**src/rtl/alu_cmd_sequencer_if.sv**
```systemverilog
// alu_cmd_sequencer_if: UART byte, ALU operand/result and status signals of the command sequencer
interface alu_cmd_sequencer_if #(
  parameter int DATA_BITS = 8,
  parameter int OP_BITS = 6
);
  logic i_rx_done;
  logic [DATA_BITS-1:0] i_rx_data;
  logic [DATA_BITS-1:0] o_alu_a;
  logic [DATA_BITS-1:0] o_alu_b;
  logic [OP_BITS-1:0] o_alu_op;
  logic [DATA_BITS-1:0] i_alu_result;
  logic i_alu_zero;
  logic i_alu_overflow;
  logic i_alu_carry;
  logic o_tx_start;
  logic [DATA_BITS-1:0] o_tx_data;
  logic i_tx_done;
  logic o_busy;
  logic o_err_timeout;
  logic o_err_opcode;
  logic o_overrun;
  logic [15:0] o_frame_cnt;
  modport master (
    input i_rx_done, i_rx_data, i_alu_result, i_alu_zero, i_alu_overflow, i_alu_carry, i_tx_done,
    output o_alu_a, o_alu_b, o_alu_op, o_tx_start, o_tx_data, o_busy, o_err_timeout, o_err_opcode,
    output o_overrun, o_frame_cnt
  );
  modport slave (
    output i_rx_done, i_rx_data, i_alu_result, i_alu_zero, i_alu_overflow, i_alu_carry, i_tx_done,
    input o_alu_a, o_alu_b, o_alu_op, o_tx_start, o_tx_data, o_busy, o_err_timeout, o_err_opcode,
    input o_overrun, o_frame_cnt
  );
endinterface

```
**src/rtl/alu_cmd_sequencer.sv**
```systemverilog
// alu_cmd_sequencer: collects A/B/opcode frames from UART, drives the ALU, returns result/flags/status bytes
module alu_cmd_sequencer #(
  parameter int DATA_BITS = 8,
  parameter int OP_BITS = 6,
  parameter int TIMEOUT_CYCLES = 1_000_000
) (
  input logic clk,
  input logic reset,
  alu_cmd_sequencer_if.master bus
);
  localparam int CW = $clog2(TIMEOUT_CYCLES);
  localparam logic [DATA_BITS-1:0] STA_OK = DATA_BITS'(8'h55);
  localparam logic [DATA_BITS-1:0] STA_BAD = DATA_BITS'(8'hE1);
  typedef enum logic [3:0] {
    IDLE, GET_B, GET_OP, EXEC, SEND_RES, WAIT_RES, SEND_FLG, WAIT_FLG, SEND_STA, WAIT_STA
  } state_e;
  state_e state_q, state_d;
  logic [DATA_BITS-1:0] a_q, a_d, b_q, b_d, tx_q, tx_d, flg_q, flg_d;
  logic [OP_BITS-1:0] op_q, op_d, rx_op;
  logic ok_q, ok_d, tmo_q, tmo_d, ovr_q, ovr_d;
  logic [CW-1:0] cnt_q, cnt_d;
  logic [15:0] frm_q, frm_d;
  logic rx_op_ok, collecting, expired;
  assign rx_op = bus.i_rx_data[OP_BITS-1:0];
  assign rx_op_ok = rx_op inside {OP_BITS'(6'h20), OP_BITS'(6'h22), OP_BITS'(6'h24), OP_BITS'(6'h25),
                                  OP_BITS'(6'h26), OP_BITS'(6'h27), OP_BITS'(6'h03), OP_BITS'(6'h02)};
  assign collecting = state_q inside {GET_B, GET_OP};
  assign expired = collecting && !bus.i_rx_done && cnt_q == CW'(TIMEOUT_CYCLES - 1);
  always_comb begin
    state_d = state_q;
    a_d = a_q;
    b_d = b_q;
    op_d = op_q;
    ok_d = ok_q;
    tx_d = tx_q;
    flg_d = flg_q;
    frm_d = frm_q;
    tmo_d = expired;
    ovr_d = bus.i_rx_done && !(state_q inside {IDLE, GET_B, GET_OP});
    cnt_d = (collecting && !bus.i_rx_done && !expired) ? cnt_q + 1'b1 : '0;
    case (state_q)
      IDLE: if (bus.i_rx_done) begin
        a_d = bus.i_rx_data;
        state_d = GET_B;
      end
      GET_B: if (bus.i_rx_done) begin
        b_d = bus.i_rx_data;
        state_d = GET_OP;
      end
      GET_OP: if (bus.i_rx_done) begin
        ok_d = rx_op_ok;
        op_d = rx_op_ok ? rx_op : op_q;
        state_d = EXEC;
      end
      EXEC: begin
        tx_d = ok_q ? bus.i_alu_result : '0;
        flg_d = ok_q ? {bus.i_alu_zero, bus.i_alu_overflow, bus.i_alu_carry, {(DATA_BITS-3){1'b0}}} : '0;
        state_d = SEND_RES;
      end
      SEND_RES: state_d = WAIT_RES;
      WAIT_RES: if (bus.i_tx_done) begin
        tx_d = flg_q;
        state_d = SEND_FLG;
      end
      SEND_FLG: state_d = WAIT_FLG;
      WAIT_FLG: if (bus.i_tx_done) begin
        tx_d = ok_q ? STA_OK : STA_BAD;
        state_d = SEND_STA;
      end
      SEND_STA: state_d = WAIT_STA;
      WAIT_STA: if (bus.i_tx_done) begin
        frm_d = frm_q + 16'd1;
        state_d = IDLE;
      end
      default: state_d = IDLE;
    endcase
    if (expired) state_d = IDLE;
  end
  always_ff @(posedge clk) begin
    if (reset) begin
      state_q <= IDLE;
      a_q <= '0;
      b_q <= '0;
      op_q <= '0;
      ok_q <= 1'b0;
      tx_q <= '0;
      flg_q <= '0;
      frm_q <= '0;
      tmo_q <= 1'b0;
      ovr_q <= 1'b0;
      cnt_q <= '0;
    end else begin
      state_q <= state_d;
      a_q <= a_d;
      b_q <= b_d;
      op_q <= op_d;
      ok_q <= ok_d;
      tx_q <= tx_d;
      flg_q <= flg_d;
      frm_q <= frm_d;
      tmo_q <= tmo_d;
      ovr_q <= ovr_d;
      cnt_q <= cnt_d;
    end
  end
  assign bus.o_alu_a = a_q;
  assign bus.o_alu_b = b_q;
  assign bus.o_alu_op = op_q;
  assign bus.o_tx_data = tx_q;
  assign bus.o_tx_start = state_q inside {SEND_RES, SEND_FLG, SEND_STA};
  assign bus.o_busy = state_q != IDLE;
  assign bus.o_err_opcode = state_q == EXEC && !ok_q;
  assign bus.o_err_timeout = tmo_q;
  assign bus.o_overrun = ovr_q;
  assign bus.o_frame_cnt = frm_q;
endmodule

```
**src/flat_wrapper.sv**
```systemverilog
// flat-port wrapper written by rule: the top's interface ports become plain ports
module alu_cmd_sequencer_flat 
#(
  parameter int DATA_BITS = 8,
  parameter int OP_BITS = 6,
  parameter int TIMEOUT_CYCLES = 1_000_000
)
  (clk, reset, bus_i_rx_done, bus_i_rx_data, bus_i_alu_result, bus_i_alu_zero, bus_i_alu_overflow, bus_i_alu_carry, bus_i_tx_done, bus_o_alu_a, bus_o_alu_b, bus_o_alu_op, bus_o_tx_start, bus_o_tx_data, bus_o_busy, bus_o_err_timeout, bus_o_err_opcode, bus_o_overrun, bus_o_frame_cnt);
  alu_cmd_sequencer_if #(.DATA_BITS(DATA_BITS), .OP_BITS(OP_BITS)) bus_i ();
  input logic clk;
  input logic reset;
  input wire logic [$bits(bus_i.i_rx_done)-1:0] bus_i_rx_done;
  input wire logic [$bits(bus_i.i_rx_data)-1:0] bus_i_rx_data;
  input wire logic [$bits(bus_i.i_alu_result)-1:0] bus_i_alu_result;
  input wire logic [$bits(bus_i.i_alu_zero)-1:0] bus_i_alu_zero;
  input wire logic [$bits(bus_i.i_alu_overflow)-1:0] bus_i_alu_overflow;
  input wire logic [$bits(bus_i.i_alu_carry)-1:0] bus_i_alu_carry;
  input wire logic [$bits(bus_i.i_tx_done)-1:0] bus_i_tx_done;
  output wire logic [$bits(bus_i.o_alu_a)-1:0] bus_o_alu_a;
  output wire logic [$bits(bus_i.o_alu_b)-1:0] bus_o_alu_b;
  output wire logic [$bits(bus_i.o_alu_op)-1:0] bus_o_alu_op;
  output wire logic [$bits(bus_i.o_tx_start)-1:0] bus_o_tx_start;
  output wire logic [$bits(bus_i.o_tx_data)-1:0] bus_o_tx_data;
  output wire logic [$bits(bus_i.o_busy)-1:0] bus_o_busy;
  output wire logic [$bits(bus_i.o_err_timeout)-1:0] bus_o_err_timeout;
  output wire logic [$bits(bus_i.o_err_opcode)-1:0] bus_o_err_opcode;
  output wire logic [$bits(bus_i.o_overrun)-1:0] bus_o_overrun;
  output wire logic [$bits(bus_i.o_frame_cnt)-1:0] bus_o_frame_cnt;
  assign bus_i.i_rx_done = bus_i_rx_done;
  assign bus_i.i_rx_data = bus_i_rx_data;
  assign bus_i.i_alu_result = bus_i_alu_result;
  assign bus_i.i_alu_zero = bus_i_alu_zero;
  assign bus_i.i_alu_overflow = bus_i_alu_overflow;
  assign bus_i.i_alu_carry = bus_i_alu_carry;
  assign bus_i.i_tx_done = bus_i_tx_done;
  assign bus_o_alu_a = bus_i.o_alu_a;
  assign bus_o_alu_b = bus_i.o_alu_b;
  assign bus_o_alu_op = bus_i.o_alu_op;
  assign bus_o_tx_start = bus_i.o_tx_start;
  assign bus_o_tx_data = bus_i.o_tx_data;
  assign bus_o_busy = bus_i.o_busy;
  assign bus_o_err_timeout = bus_i.o_err_timeout;
  assign bus_o_err_opcode = bus_i.o_err_opcode;
  assign bus_o_overrun = bus_i.o_overrun;
  assign bus_o_frame_cnt = bus_i.o_frame_cnt;
  alu_cmd_sequencer #(.DATA_BITS(DATA_BITS), .OP_BITS(OP_BITS), .TIMEOUT_CYCLES(TIMEOUT_CYCLES)) u_core (.clk(clk), .reset(reset), .bus(bus_i));
endmodule
```
**config.mk**
```make
export PLATFORM = sky130hd
export DESIGN_NAME = alu_cmd_sequencer_flat
export DESIGN_NICKNAME = d
export VERILOG_FILES = /design/src/rtl/alu_cmd_sequencer_if.sv /design/src/rtl/alu_cmd_sequencer.sv /design/src/flat_wrapper.sv
export SDC_FILE = /design/constraint.sdc
export NUM_CORES = 1
export LEC_CHECK = 0
export ABC_AREA = 1
export CORE_MARGIN = 10
export CORE_UTILIZATION = 53
export CTS_BUF_LIST = sky130_fd_sc_hd__clkbuf_4 sky130_fd_sc_hd__clkbuf_8
export CTS_CLUSTER_SIZE = 40
export DETAILED_ROUTE_END_ITERATION = 7
export GPL_ROUTABILITY_DRIVEN = 0
export PLACE_DENSITY = 0.81
export SLEW_MARGIN = 25
export SYNTH_ARGS = -nofsm -noshare
export SYNTH_HDL_FRONTEND = slang
export SYNTH_SLANG_ARGS = --single-unit
```
**constraint.sdc**
```tcl
create_clock -name clk -period 2.25 [get_ports clk]
set_clock_uncertainty 0.1 [all_clocks]
set_input_delay 0.45 -clock clk [delete_from_list [all_inputs] [get_ports clk]]
set_output_delay 0.45 -clock clk [all_outputs]
set_load 0.01 [all_outputs]
```
==> Flow_metrics.wiki, run 1 <==
{| class="wikitable"
! Metric !! Value
|-
| Run status || completed
|-
| Crit-path cells || nor2_2 -> buf_4 -> nand2_1 -> clkdlybuf4s50_1
|-
| Min-Delay Path Depth || 2
|-
| Via total after detailed routing || between 3000 and 4000
|-
| Unrepaired setup endpoints after global routing || false
|-
| Worst-path cell with the longest stage delay || clkdlybuf4s50_1
|-
| Initial standard-cell utilization of the core || between 50% and 60%
|-
| Post-DRT Antenna Nets || 0
|-
| Synthesized instance count || between 500 and 600
|-
| Power density of the placed cells || about 600 nW/µm²
|-
| Depth of the worst register-to-register path || 8
|-
| Area of the die || 10700 µm²
|-
| Die X || approximately 100 µm
|-
| Cell family contributing the most delay on the critical path || buffers and inverters
|-
| Hold_ws || ~0.34 ns
|-
| Max IR drop VDD || just over 0.0004 V
|-
| DRC || 0
|-
| Largest fanout on the critical path || 6
|-
| Inserted Clock Buffers || 9
|-
| Worst reg2reg path endpoint || u_core.cnt_q[18]
|-
| Clock tree sinks || 76
|-
| Crit path required time || between 1.5 and 2 ns
|-
| Final setup viols || 0
|-
| Global routing usage summed across all routing layers || ~17%
|-
| # placed instances || 690
|-
| Upper clock frequency limit || 473 MHz
|-
| Aggregate negative setup slack || 0 ns
|-
| Setup slack of the worst register-to-register path || between 0.3 and 0.4 ns
|-
| Antenna diode instance count || 0
|-
| Area Overhead vs Synth || 28.0%
|-
| Number of hold violations in the final report || 0
|-
| Overall die height || 103 µm
|-
| DPL Wire Length || between 6000 and 7000 µm
|-
| Crit path kind || reg2out
|-
| Final worst path period share || 93.9%
|-
| Total number of cells along the worst setup path || 4
|-
| H-tree levels || 3
|-
| Average cell area after synthesis || between 6 and 7 µm²
|-
| Number of buffers added to fix hold violations after cts || 0
|-
| Layout cells sized above 1 || around a tenth
|-
| Mapped Area || ~3700 µm²
|-
| Root buf cell || clkbuf_8
|-
| Endpoint of the worst setup timing path || bus_o_busy
|-
| Final standard cell area without fillers || 4710 µm²
|-
| Sort of element at the end of the critical path || output pin
|-
| Max Transition Viols Final || 0
|-
| Max_cap viols || 0
|-
| Detailed-route vias per instance || between 5 and 6
|-
| First-pass GRT wire length || around 15000 µm
|-
| Post-DR wirelength/cell || around 12 µm
|-
| Static Leak || around 1.9 nW
|-
| Post-synthesis cell type count || 28
|-
| Critical path arrival || ~1.6 ns
|-
| Tmin final || 2.11 ns
|-
| Fin util || a little over two thirds
|-
| Clock-pin slew of the registers on the worst-case setup and hold paths || 0.08 ns
|-
| Setup crit start || u_core.state_q[0]
|-
| Pre-antenna DRT Iters || 4
|-
| Synthesized Nets || ~570
|-
| Number of antenna violations at the first check in global routing || 0
|-
| Via count of the first global-routing pass || about 3200
|-
| CP Buf/Inv Count || 2
|-
| Post-layout net count || around 650
|-
| Starting DRC count in detailed routing || approximately 100
|-
| Clock tree from TritonCTS || yes
|-
| Path class of the lowest-slack min-delay path || reg2reg
|-
| Leftover overflow at the end of global routing || 0
|-
| Clock network latency to the later pin of the worst-skew pair || 0.35 ns
|-
| Clock buffer depth || 2
|-
| Core region area || 6760 µm²
|-
| # IOs || 74
|-
| Count of buffers from port buffering || 73
|-
| # rows || 30
|-
| Register bit total from synthesis || 76
|-
| Nature of the critical path startpoint || register
|-
| Total detailed-routing wirelength || 8810 µm
|-
| Peak per-stage delay on the critical path || 0.54 ns
|-
| Slew at the pin closest to its max-slew limit || around 0.49 ns
|-
| Maximum number of pins on one net before global-route repair || 31
|-
| Final std cells w/o fill || between 700 and 800
|-
| Remaining max-slew budget at the tightest pin || around two thirds
|-
| Area after detailed placement || approximately 4500 µm²
|-
| R2r startpoint || u_core.cnt_q[0]
|-
| Sequential area share after synthesis || between 40% and 50%
|-
| Count of yosys warnings during synthesis || 0
|}
how the worst min path moves through the flow:
stage	start	endpoint	slack, ns
2_1_floorplan	u_core.flg_q[6]	u_core.flg_q[6]	0.34
3_3_place_gp	u_core.bus.o_alu_a[2]	u_core.bus.o_alu_a[2]	0.33
3_5_place_dp	u_core.bus.o_alu_a[2]	u_core.bus.o_alu_a[2]	0.33
4_1_cts	u_core.bus.o_alu_a[2]	u_core.bus.o_alu_a[2]	0.35
5_1_grt	u_core.bus.o_alu_a[2]	u_core.bus.o_alu_a[2]	0.37
6_report	u_core.bus.o_alu_a[3]	u_core.bus.o_alu_a[3]	0.34
worst register-to-register path, cell delays in order (launching register included):
cell and delay (ns):
dfxtp_1 0.45, ha_1 0.24, nand3_1 0.17, nor2_1 0.23, nand2_1 0.15, nor2_1 0.25, nand3_1 0.11, nand2_1 0.10
nor2_2 0.03
metrics by stage:
step / setup WS [ns] / power, mW
after floorplan: 0.645 / 1.59
after global placement: 0.319 / 1.73
after detailed placement: 0.264 / 1.74
after CTS: 0.00637 / 2.77
after global routing: 0.0669 / 2.87
final: 0.137 / 2.74
cells in the mapped netlist:
master    count  area share (%)
a21oi_1      23             3.1
a21oi_2       8             1.9
buf_2         1            0.14
buf_4         2            0.41
buf_6         2            0.61
clkbuf_1      6            0.61
clkinv_1      2            0.20
dfxtp_1      76              41
ha_1          2            0.68
inv_1        58             5.9
inv_2         4            0.41
nand2_1     130              13
nand2_2       5            0.85
nand3_1      32             4.4
nand3_2       4             1.1
nand3_4       1            0.48
nand3b_1      2            0.41
nand4_1       8             1.4
nor2_1      115              12
nor2_2        7             1.2
nor2_4        3            0.92
nor2_8        2             1.1
nor3_1        4            0.54
o21ai_0      29             3.9
o22ai_1       1            0.17
or2_2         2            0.34
xnor2_1       7             1.7
xor2_1        5             1.2
report_power, final:
group          internal (mW)  leakage (nW)  switching (mW)
clock network          0.547        0.0948           0.489
registers               1.38         0.617          0.0261
logic                  0.146          1.15           0.155
cell families (layout without fill, tap and decap cells):
logic type | after synthesis | after routing | synth area share [%]
AND/OR/NAND/NOR | 315 | 315 | 37.6
flip-flops | 76 | 76 | 41.4
AO/OA/AOI/OAI | 61 | 61 | 9.15
adder cells (fa/ha/maj) | 2 | 2 | 0.680
buffers and inverters | 75 | 160 | 8.30
XOR/XNOR | 12 | 12 | 2.86
flip-flops by register name, indices dropped and copies added (netlist names):
register,flops
u_core.bus.o_alu_b,8
u_core.ok_q,1
u_core.bus.o_tx_data,8
u_core.bus.o_alu_a,8
u_core.bus.o_frame_cnt,16
u_core.bus.o_alu_op,6
u_core.state_q,4
u_core.flg_q,3
u_core.cnt_q,20
u_core.bus.o_err_timeout,1
u_core.bus.o_overrun,1
placed cells by master (no fill, tap or decap), types with 2 or more instances in the layout:
master and n:
clkdlybuf4s50_1 71, nand3_2 4, ha_1 2, nor2_8 2, clkbuf_8 10, inv_1 58
inv_2 4, xor2_1 5, clkinv_1 2, a21oi_2 8, buf_4 8, or2_2 2
dfxtp_1 73, nand3_1 32, nor2_1 115, xnor2_1 7, dfxtp_4 2, clkinvlp_4 2
nand2_1 130, o21ai_0 29, nor2_2 7, nand4_1 8, nand3b_1 2, nand2_2 5
nor3_1 4, a21oi_1 23, nor2_4 3
metal layers:
layer / vias to the layer above / GRT usage, % / part of all wire, %
li1: 1857 / - / -
met1: 1602 / 21.3 / 46
met2: 63 / 27.7 / 47
met3: 12 / 5.18 / 5.5
met4: 0 / 5.99 / 1.9
met5: - / 0 / 0
timing repair:
action | CTS | global route
endpoints found under the setup margin | 3 | 1
resized for setup | 5 | 2
buffers inserted | 1 | 0
pin swaps | 1 | 0
cell type report:
| type | instances | area (µm²) |
|---|---|---|
| Sequential cell | 76 | 1530 |
| Timing Repair Buffer | 81 | 792 |
| Fill cell | 569 | 2050 |
| Multi-Input combinational cell | 390 | 1850 |
| Inverter | 64 | 240 |
| Clock buffer | 11 | 145 |
| Tap cell | 80 | 100 |
| Clock inverter | 4 | 50.0 |
Note: power is estimated with default switching activity, not from simulation.
==> run 2: changes to the inputs <==
CORE_UTILIZATION = 48   (was 53)
PLACE_DENSITY = 0.77   (was 0.81)
clock period = 1.8 ns   (was 2.25 ns; I/O delays follow)
==> run 2 against run 1 <==
Against the previous run:
- count of clock-buffer cells in the layout did not move
- largest cell class unchanged
- highest routed layer unchanged
- worst setup slack got worse by 0.10 ns
- worst hold slack improved by 0.0021 ns
- via count rose by 2.7%
- critical endpoint is now bus_o_tx_start
- critical path depth rose by 2
==> Flow_metrics.wiki, run 2 (synthesis gave the netlist of run 1 again) <==
{| class="wikitable"
! Metric !! Value
|-
| Final setup viols || 0
|-
| Clock buffer depth || 2
|-
| Remaining max-slew budget at the tightest pin || 75.0%
|-
| Area of the die || around 12000 µm²
|-
| Worst-path cell with the longest stage delay || dfxtp_4
|-
| Met2 track utilization from global routing || between 20% and 30%
|-
| Crit-path cells || nor2_4 -> nand2_1 -> o21ai_2 -> inv_1 -> nor2_1 -> buf_2
|-
| Clock-pin slew of the registers on the worst-case setup and hold paths || around 0.090 ns
|-
| Post-DRT Antenna Nets || 0
|-
| Number of buffers added to fix hold violations after cts || 0
|-
| DRC || 0
|-
| DPL Wire Length || 7010 µm
|-
| Hold_ws || ~0.35 ns
|-
| Antenna diode instance count || 0
|-
| Fill cells || between 600 and 700
|-
| Int Power || ~2.6 mW
|-
| Path class of the lowest-slack min-delay path || reg2reg
|-
| Number of hold violations in the final report || 0
|-
| Unrepaired setup endpoints after global routing || true
|-
| # rows || 31
|-
| Upper clock frequency limit || between 500 and 600 MHz
|-
| Initial standard-cell utilization of the core || 49.9%
|-
| Net load switching power || about 0.9 mW
|-
| Most Used Layer, Global Route || met2
|-
| Layout cells sized above 1 || 14.6%
|-
| Maximum number of pins on one net before global-route repair || 23
|-
| Power density of the placed cells || around 720 nW/µm²
|-
| Static Leak || slightly above 2 nW
|-
| Crit path kind || reg2out
|-
| Total detailed-routing wirelength || 9350 µm
|-
| Peak per-stage delay on the critical path || 0.37 ns
|-
| Slew at the pin closest to its max-slew limit || about 0.37 ns
|-
| Depth of the worst register-to-register path || 8
|-
| Max_cap viols || 0
|-
| Nature of the critical path startpoint || register
|-
| Crit path required time || about 1.3 ns
|-
| Starting DRC count in detailed routing || roughly 150
|-
| Number of antenna violations at the first check in global routing || 0
|-
| Largest register by flop count || u_core.cnt_q
|-
| Global-route track usage on met3 || around 4.8%
|-
| Aggregate negative setup slack || 0 ns
|-
| Largest fanout on the critical path || 3
|-
| First-pass GRT wire length || about 15000 µm
|-
| Via count of the first global-routing pass || 3342
|-
| Clock network latency to the later pin of the worst-skew pair || around 0.35 ns
|-
| Inserted Clock Buffers || 9
|-
| Clock tree sinks || 76
|-
| GR Util met1 || about a fifth
|-
| Tmin final || ~1.8 ns
|-
| Area Overhead vs Synth || 33.5%
|-
| Root buf cell || clkbuf_8
|-
| Detailed-route vias per instance || 4.89
|-
| Via total after detailed routing || ~3600
|-
| Sequential share of power || just under 50%
|-
| Proportion of power drawn by combinational gates || between 10% and 20%
|-
| Clock power share || around two fifths
|-
| Sort of element at the end of the critical path || output pin
|-
| Die X || around 110 µm
|-
| Post-layout net count || 664
|-
| Min-Delay Path Depth || 2
|-
| Pre-antenna DRT Iters || 7
|-
| Final std cells w/o fill || between 700 and 800
|-
| Count of buffers from port buffering || between 70 and 80
|-
| Max IR drop VDD || between 0.0004 and 0.0005 V
|-
| Max Transition Viols Final || 0
|-
| Switching share of power || about a quarter
|-
| # placed instances || approximately 730
|-
| Most common cell after layout, fill and taps aside || nand2_1
|-
| Run status || completed
|-
| # IOs || 74
|-
| Multi-input logic area || ~1900 µm²
|-
| Leftover overflow at the end of global routing || 0
|-
| Global routing usage summed across all routing layers || between 10% and 20%
|-
| Highest-count cells in the layout ignoring fill and taps || 129 x nand2_1, 114 x nor2_1, 66 x dfxtp_1, 63 x clkdlybuf4s50_1, 58 x inv_1
|-
| Combined flip-flop and latch cell area || around 1500 µm²
|-
| Overall die height || 108 µm
|-
| Flip-flop count of the largest register, all copies and words added || 20
|-
| Post-DR wirelength/cell || about 13 µm
|-
| Clock tree from TritonCTS || yes
|-
| H-tree levels || 3
|-
| Core region area || between 7000 and 8000 µm²
|-
| Critical path arrival || approximately 1.3 ns
|-
| Final worst path period share || a little over nine tenths
|}
run 2: stage by stage:
stage | power [mW] | setup slack [ns] | utilization [%] | cell area (µm²)
CTS | 3.54 | 0.000575 | 65.9 | 4860
floorplan | 1.99 | 0.195 | - | 3680
global route | 3.69 | -0.0398 | 66.6 | 4910
global placement | 2.20 | 0.0257 | 63.1 | 4650
finish | 3.54 | 0.0328 | 66.6 | 4910
detailed placement | 2.21 | -0.0217 | 63.1 | 4650
run 2: critical path, delay by kind of cell (launching register included):
kind | cells | cell delay [ns]
flops | 1 | 0.37
buf+inv | 2 | 0.21
simple gates | 3 | 0.31
compound gates | 1 | 0.08
run 2: timing repair:
action / 4_1_cts / 5_1_grt
resized for setup: 17 / 20
buffers inserted: 0 / 2
gates cloned: 0 / 0
endpoints found under the setup margin: 9 / 16
pin swaps: 0 / 3
run 2: path summary, 6_finish.rpt:
kind                    startpoint                         end  slack, ns
min          u_core.bus.o_alu_a[5]       u_core.bus.o_alu_a[5]       0.35
max              u_core.state_q[1]              bus_o_tx_start       0.03
max reg2reg      u_core.state_q[1]  u_core.bus.o_frame_cnt[14]       0.16
min reg2reg  u_core.bus.o_alu_a[5]       u_core.bus.o_alu_a[5]       0.35
run 2: metal layers:
layer  up-vias  wire length [µm]  part of all wire, %
li1       1890                 -                    -
met1      1627              4210                   45
met2        95              4300                   46
met3        18               665                  7.1
met4         0               172                  1.8
met5         -                 0                    0
run 2: cell type report:
cell class | count | area share [%]
tap | 99 | 2.52
clock inverter | 5 | 1.22
sequential | 76 | 31.3
timing repair buffer | 98 | 19.0
inverter | 64 | 4.89
clock buffer | 11 | 2.96
multi-input combinational | 390 | 38.1
run 2: power by group through the flow:
stage / clock [mW] / sequential [mW] / combinational, mW
CTS: 1.37 / 1.75 / 0.417
finish: 1.36 / 1.76 / 0.429
floorplan: 0 / 1.81 / 0.175
global route: 1.46 / 1.76 / 0.470
global placement: 0 / 1.79 / 0.412
detailed placement: 0 / 1.79 / 0.419
